<file path="src/rtl/lcd_pkg.sv">
// lcd_pkg -- shared definitions for the HD44780 bus driver and LCD controller.
//   lcd_state_t / ST_*     : bus-driver state encoding
//   CLEAR_DISPLAY, RETURN_HOME : command bytes that need the long execution wait
//   LCD_T_*                : default timing constants in clock cycles
//   max_int()              : constant helper for sizing counters
//   is_long_cmd()          : true for clear/home commands (long execution wait)
package lcd_pkg;

    typedef logic [2:0] lcd_state_t;

    localparam lcd_state_t ST_POWERUP = 3'd0;
    localparam lcd_state_t ST_IDLE    = 3'd1;
    localparam lcd_state_t ST_SETUP   = 3'd2;
    localparam lcd_state_t ST_PULSE   = 3'd3;
    localparam lcd_state_t ST_HOLD    = 3'd4;
    localparam lcd_state_t ST_EXEC    = 3'd5;

    localparam logic [7:0] CLEAR_DISPLAY = 8'h01;
    localparam logic [7:0] RETURN_HOME   = 8'h02;

    localparam int LCD_T_POWERON   = 750000;
    localparam int LCD_T_SETUP     = 4;
    localparam int LCD_T_PW        = 25;
    localparam int LCD_T_HOLD      = 4;
    localparam int LCD_T_EXEC      = 2000;
    localparam int LCD_T_EXEC_LONG = 82000;

    function automatic int max_int(input int a, input int b);
        return (a > b) ? a : b;
    endfunction

    // RETURN_HOME ignores bit 0, so 0x02 and 0x03 both qualify; clear is 0x01
    // exactly (0x00 shares the top seven bits and is treated the same way).
    function automatic logic is_long_cmd(input logic rs, input logic [7:0] data);
        return !rs && ((data[7:1] == CLEAR_DISPLAY[7:1]) ||
                       (data[7:1] == RETURN_HOME[7:1]));
    endfunction

endpackage

</file>
<file path="src/rtl/lcd_delay_counter.sv">
// lcd_delay_counter -- loadable down-counter shared by all timed driver states.
//   clk, reset    : clock, asynchronous active-high reset (count -> 0)
//   load_i        : load strobe, takes priority over counting
//   load_val_i    : value loaded on load_i
//   zero_o        : count is zero
// The count saturates at zero so it can never wrap.
module lcd_delay_counter #(
    parameter int W = 8
) (
    input  logic         clk,
    input  logic         reset,
    input  logic         load_i,
    input  logic [W-1:0] load_val_i,
    output logic         zero_o
);

    logic [W-1:0] cnt_q;

    always_ff @(posedge clk or posedge reset) begin
        if (reset) begin
            cnt_q <= '0;
        end else if (load_i) begin
            cnt_q <= load_val_i;
        end else if (cnt_q != '0) begin
            cnt_q <= cnt_q - 1'b1;
        end
    end

    assign zero_o = (cnt_q == '0);

endmodule

</file>
<file path="src/rtl/lcd_bus_driver.sv">
// lcd_bus_driver -- write-only HD44780 bus driver (8-bit or 4-bit bus).
//   clk, reset           : clock, asynchronous active-high reset
//   cmd_valid/cmd_ready  : byte handshake from upstream
//   cmd_rs, cmd_data     : register select (0 cmd, 1 data) and byte to write
//   lcd_rs, lcd_rw,
//   lcd_en, lcd_data     : HD44780 pins (lcd_rw tied low)
//   busy                 : ~cmd_ready
// Each byte (or nibble in 4-bit mode) goes through SETUP/PULSE/HOLD, then an
// execution wait (long for clear/home) before the next byte is accepted.
module lcd_bus_driver
    import lcd_pkg::*;
#(
    parameter int MODE4       = 0,
    parameter int T_POWERON   = LCD_T_POWERON,
    parameter int T_SETUP     = LCD_T_SETUP,
    parameter int T_PW        = LCD_T_PW,
    parameter int T_HOLD      = LCD_T_HOLD,
    parameter int T_EXEC      = LCD_T_EXEC,
    parameter int T_EXEC_LONG = LCD_T_EXEC_LONG
) (
    input  logic       clk,
    input  logic       reset,
    input  logic       cmd_valid,
    output logic       cmd_ready,
    input  logic       cmd_rs,
    input  logic [7:0] cmd_data,
    output logic       lcd_rs,
    output logic       lcd_rw,
    output logic       lcd_en,
    output logic [7:0] lcd_data,
    output logic       busy
);

    localparam int MAX_T = max_int(max_int(max_int(T_POWERON, T_SETUP),
                                           max_int(T_PW, T_HOLD)),
                                   max_int(T_EXEC, T_EXEC_LONG));
    localparam int CW = $clog2(MAX_T) + 1;

    // A state lasting T cycles is entered with T-1 loaded and left when the
    // counter reads zero.
    localparam logic [CW-1:0] LD_SETUP = CW'(T_SETUP - 1);
    localparam logic [CW-1:0] LD_PW    = CW'(T_PW - 1);
    localparam logic [CW-1:0] LD_HOLD  = CW'(T_HOLD - 1);
    localparam logic [CW-1:0] LD_EXEC  = CW'(T_EXEC - 1);
    localparam logic [CW-1:0] LD_LONG  = CW'(T_EXEC_LONG - 1);
    // The counter is zero coming out of reset, so the first POWERUP cycle is
    // spent loading; the remaining T_POWERON-1 cycles are counted down.
    localparam logic [CW-1:0] LD_PWR   = CW'((T_POWERON >= 2) ? (T_POWERON - 2) : 0);

    lcd_state_t  state_q, state_d;
    logic        ready_q;
    logic        en_q;
    logic        lrs_q, lrs_d;
    logic [7:0]  ldat_q, ldat_d;
    logic [7:0]  byte_q, byte_d;
    logic        brs_q, brs_d;
    logic        nib_q, nib_d;
    logic        armed_q, armed_d;
    logic        ld;
    logic [CW-1:0] ld_val;
    logic        cnt_zero;

    // Value placed on the bus for the first (second=0) or second nibble.
    function automatic logic [7:0] bus_word(input logic [7:0] b, input logic second);
        if (MODE4 != 0) begin
            return second ? {b[3:0], 4'h0} : {b[7:4], 4'h0};
        end
        return b;
    endfunction

    lcd_delay_counter #(
        .W (CW)
    ) u_delay (
        .clk        (clk),
        .reset      (reset),
        .load_i     (ld),
        .load_val_i (ld_val),
        .zero_o     (cnt_zero)
    );

    always_comb begin
        state_d = state_q;
        nib_d   = nib_q;
        armed_d = armed_q;
        byte_d  = byte_q;
        brs_d   = brs_q;
        lrs_d   = lrs_q;
        ldat_d  = ldat_q;
        ld      = 1'b0;
        ld_val  = '0;

        case (state_q)
            ST_POWERUP: begin
                if (!armed_q) begin
                    if (T_POWERON == 1) begin
                        state_d = ST_IDLE;
                    end else begin
                        armed_d = 1'b1;
                        ld      = 1'b1;
                        ld_val  = LD_PWR;
                    end
                end else if (cnt_zero) begin
                    armed_d = 1'b0;
                    state_d = ST_IDLE;
                end
            end

            ST_IDLE: begin
                if (cmd_valid && ready_q) begin
                    byte_d  = cmd_data;
                    brs_d   = cmd_rs;
                    lrs_d   = cmd_rs;
                    ldat_d  = bus_word(cmd_data, 1'b0);
                    nib_d   = 1'b0;
                    ld      = 1'b1;
                    ld_val  = LD_SETUP;
                    state_d = ST_SETUP;
                end
            end

            ST_SETUP: begin
                if (cnt_zero) begin
                    ld      = 1'b1;
                    ld_val  = LD_PW;
                    state_d = ST_PULSE;
                end
            end

            ST_PULSE: begin
                if (cnt_zero) begin
                    ld      = 1'b1;
                    ld_val  = LD_HOLD;
                    state_d = ST_HOLD;
                end
            end

            ST_HOLD: begin
                if (cnt_zero) begin
                    if ((MODE4 != 0) && !nib_q) begin
                        // Bus changes only here, between nibble sequences.
                        nib_d   = 1'b1;
                        ldat_d  = bus_word(byte_q, 1'b1);
                        ld      = 1'b1;
                        ld_val  = LD_SETUP;
                        state_d = ST_SETUP;
                    end else begin
                        nib_d   = 1'b0;
                        ld      = 1'b1;
                        ld_val  = is_long_cmd(brs_q, byte_q) ? LD_LONG : LD_EXEC;
                        state_d = ST_EXEC;
                    end
                end
            end

            ST_EXEC: begin
                if (cnt_zero) begin
                    state_d = ST_IDLE;
                end
            end

            default: begin
                state_d = ST_POWERUP;
            end
        endcase
    end

    // ready and enable are registered decodes of the next state, so they are
    // glitch-free and track state_q exactly.
    always_ff @(posedge clk or posedge reset) begin
        if (reset) begin
            state_q <= ST_POWERUP;
            ready_q <= 1'b0;
            en_q    <= 1'b0;
            lrs_q   <= 1'b0;
            ldat_q  <= 8'h00;
            byte_q  <= 8'h00;
            brs_q   <= 1'b0;
            nib_q   <= 1'b0;
            armed_q <= 1'b0;
        end else begin
            state_q <= state_d;
            ready_q <= (state_d == ST_IDLE);
            en_q    <= (state_d == ST_PULSE);
            lrs_q   <= lrs_d;
            ldat_q  <= ldat_d;
            byte_q  <= byte_d;
            brs_q   <= brs_d;
            nib_q   <= nib_d;
            armed_q <= armed_d;
        end
    end

    assign cmd_ready = ready_q;
    assign busy      = ~ready_q;
    assign lcd_en    = en_q;
    assign lcd_rs    = lrs_q;
    assign lcd_data  = ldat_q;
    assign lcd_rw    = 1'b0;

endmodule

</file>
<file path="config.mk">
export PLATFORM = sky130hd
export DESIGN_NAME = lcd_bus_driver
export DESIGN_NICKNAME = d
export VERILOG_FILES = /design/src/rtl/lcd_pkg.sv /design/src/rtl/lcd_delay_counter.sv /design/src/rtl/lcd_bus_driver.sv
export SDC_FILE = /design/constraint.sdc
export NUM_CORES = 1
export LEC_CHECK = 0
export BUFFER_PORTS_ARGS = -buffer_cell sky130_fd_sc_hd__buf_2
export CAP_MARGIN = 20
export CORE_MARGIN = 3
export CORE_UTILIZATION = 35
export DETAILED_ROUTE_END_ITERATION = 16
export SYNTH_ARGS = -nofsm -noshare
export SYNTH_HDL_FRONTEND = slang
export SYNTH_SLANG_ARGS = --single-unit
</file>
<file path="constraint.sdc">
create_clock -name clk -period 4.7 [get_ports clk]
set_clock_uncertainty 0.15 [all_clocks]
set_input_delay 1.41 -clock clk [delete_from_list [all_inputs] [get_ports clk]]
set_output_delay 1.41 -clock clk [all_outputs]
set_load 0.005 [all_outputs]
</file>
==> impl_metrics.yaml <==
global_route:
  overflow: 0
  grt_pass1_wl_mm: 7.81
  grt_max_degree: 37
  antenna_found_initial: 0
  grt_usage_pct: 15.4
  grt_pass1_vias: 1633
logic_synthesis:
  synth_cell_type_count: 53
  synth_area_um2: 1980
  synthArstFlopShare_pct: 100
  netlist_instances: 212
  synth_edf_count: 0
  ys.flop_type: "dfrtp_1"
  yosysWarnings: 0
  ys_ff_latch: 36
  ys_seq_area_share_pct: 45.5
  syn-num-nets: 225
  post_synth.cell_area_avg_um2: 9.35
clock_tree:
  clk_latency_ns: 0.29
  cts_inserted_buffers: 5
  cts_sinks: 36
  clockBufferDepth: 2
  htreeDepth: 2
  cts_tree: "done"
  postCtsSetupRepairBufs: 0
  hold_buffers: 0
  clkSlewWorstSetupHoldPaths_ns: 0.07
  cts_resized: 0
  root_buffer: "clkbuf_8"
drt:
  dr.pass1.iters: 4
  wirelength_mm: 4.42
  vias: 1623
  drt_iter0_drc: 96
  drc: 0
  wire_per_inst_um: 14.4
  ant_nets: 0
  drt-vias-per-instance: 5.29
worst_setup_path:
  r2r_end: "u_delay.cnt_q[19]$_DFFE_PP0P_"
  criticalPathCategory: "in -> reg"
  r2r_start: "u_delay.cnt_q[0]$_DFFE_PP0P_"
  cp_max_fo: 5
  end_kind: "register"
  required_ns: 4.72
  r2r_cells: 7
  regToRegSetupSlack_ns: 2.07
  cp-start-kind: "primary input"
  crit_arrival_ns: 2.97
timing:
  finalSetupViolations: 0
  slew_headroom_pct: 47.9
  finalMaxSlewViolations: 0
  fin_setup_tns_ns: 0
  finalCritPeriodShare_pct: 62.8
  rsz0062_at_grt: "no"
  tightest_slew_ns: 0.774
  min_period_ns: 2.95
  hold_violations: 0
  fmax_mhz: 339
  timing.final.ws_setup_ns: 1.75
power:
  power.internal_mw: 0.444
  p_clk_share_pct: 42.8
  p_leak_nw: 1.01
  p_seq_share_pct: 55.3
  power.density_nw_per_um2: 248
  swShare_pct: 20.7
  power_switching_mw: 0.116
  ir_drop_v: 0.000160
  power_frac_comb_pct: 2.0
layout:
  fillCellCount: 530
  layout_commonest_cell: "nand2_1"
  layout_common_cells: "nand2_1 (38), dfrtp_1 (36), nor2_1 (23), buf_2 (23), o21ai_0 (10)"
  syn_to_final_growth_pct: 14.2
  nets: 250
  n_antenna_cell: 0
  drive_gt1_share_pct: 18.6
flow_run:
  maxCapViolCount: 0
hold_path:
  worst_hold_path_type: "reg -> reg"
  min_delay_path_depth: 2
  hp-start: "byte_q[1]$_DFFE_PP0P_"
  min_to: "byte_q[1]$_DFFE_PP0P_"
die:
  num_rows: 26
  initial_core_util_pct: 37.4
  die_h_um: 81.3
  die_w_um: 81.3
  die_area_um2: 6600
  io_pins: 25
  coreArea_um2: 5300
place:
  dp_hpwl_mm: 3.09
  portBuffers: 23
  pre_cts_slack_ns: 1.46
  gp_congestion: 0.762
run_status:
  outcome: "finished clean"
[layout make-up]
class	instances	area (um^2)	area share (%)
clock buffers	7	96.3	4.26
repair buffers	25	130	5.75
flip-flops and latches	36	901	39.8
well taps	70	87.6	3.87
inverters	6	22.5	0.995
multi-input cells	163	1030	45.3
[state kept, by name, indices dropped and copies added (netlist names)]
signal         flops
cmd_ready          1
state_q            3
brs_q              1
byte_q             8
armed_q            1
u_delay.cnt_q     21
lcd_en             1
[how the worst max path moves through the flow]
stage,start,endpoint,slack [ns],cells after the start
6_report,cmd_valid,u_delay.cnt_q[12]$_DFFE_PP0P_,1.75,6
5_1_grt,cmd_valid,u_delay.cnt_q[10]$_DFFE_PP0P_,1.51,6
4_1_cts,cmd_valid,u_delay.cnt_q[12]$_DFFE_PP0P_,1.77,6
3_5_place_dp,cmd_valid,u_delay.cnt_q[12]$_DFFE_PP0P_,1.46,6
3_3_place_gp,cmd_valid,u_delay.cnt_q[12]$_DFFE_PP0P_,1.52,6
2_1_floorplan,cmd_valid,u_delay.cnt_q[0]$_DFFE_PP0P_,1.87,5
[synthesized netlist by cell type, types with 2 or more instances]
cell	count	area [um^2]
buf_2	2	10.0
nand2b_1	3	18.8
nand4_1	2	12.5
o21ai_1	2	10.0
or4_4	2	22.5
nand2_1	38	143
xor2_1	8	70.1
nor2_1	23	86.3
nor3_1	6	30.0
nor4_1	6	37.5
clkbuf_1	4	15.0
nand3_1	5	25.0
xnor2_1	8	70.1
nor3_2	2	20.0
o211ai_1	2	15.0
o21ai_0	10	50.1
and3_1	2	12.5
o21a_1	4	30.0
dfrtp_1	36	901
a21oi_1	7	35.0
o221ai_1	2	17.5
inv_1	6	22.5
o22a_1	2	17.5
[layer usage]
metal  share of wire [%]  global-route usage (%)  up-vias
met3                 4.5                    3.44        2
met1                  48                    21.0      781
li1                    -                       -      806
met5                   0                       0        -
met2                  47                    24.5       34
met4                0.52                    4.56        0
[power by group through the flow]
| stage | sequential, mW | combinational [mW] | clock [mW] |
|---|---|---|---|
| final | 0.310 | 0.0111 | 0.240 |
| after global routing | 0.309 | 0.0131 | 0.260 |
| after CTS | 0.310 | 0.0118 | 0.246 |
| after detailed placement | 0.316 | 0.0118 | 0 |
| after global placement | 0.316 | 0.0116 | 0 |
| after floorplan | 0.316 | 0.00543 | 0 |
[through the flow]
stage          instances  area (um^2)  total power [mW]  hold slack [ns]  utilization, %
5_1_grt              307         2260             0.582            0.367            42.7
4_1_cts              307         2260             0.567            0.334            42.7
6_report             307         2260             0.560            0.336            42.7
2_1_floorplan        212         1980             0.321            0.320               -
3_3_place_gp         300         2170             0.327            0.310            40.9
3_5_place_dp         300         2170             0.327            0.313            40.9
[kinds of logic (layout without fill, tap and decap cells)]
| group | Yosys count | in the layout | share of synthesized area [%] |
|---|---|---|---|
| and+or+nand+nor | 103 | 103 | 28.7 |
| AOI/OAI and AO/OA | 41 | 41 | 14.6 |
| DFF | 36 | 36 | 45.5 |
| xor gates and xnor gates | 16 | 16 | 7.07 |
| buffers and inverters | 13 | 38 | 2.78 |
| adders and majority gates | 1 | 1 | 0.631 |
| other | 1 | 1 | 0.189 |
| muxes | 1 | 1 | 0.505 |
[worst max-delay path, stage by stage]
cell and delay (ns):
buf_2 0.10, and3_1 0.16, o21ai_0 0.63, nand2_1 0.28, nor2_1 0.30, nor2_1 0.08
Power figures use the tool's default switching activity.
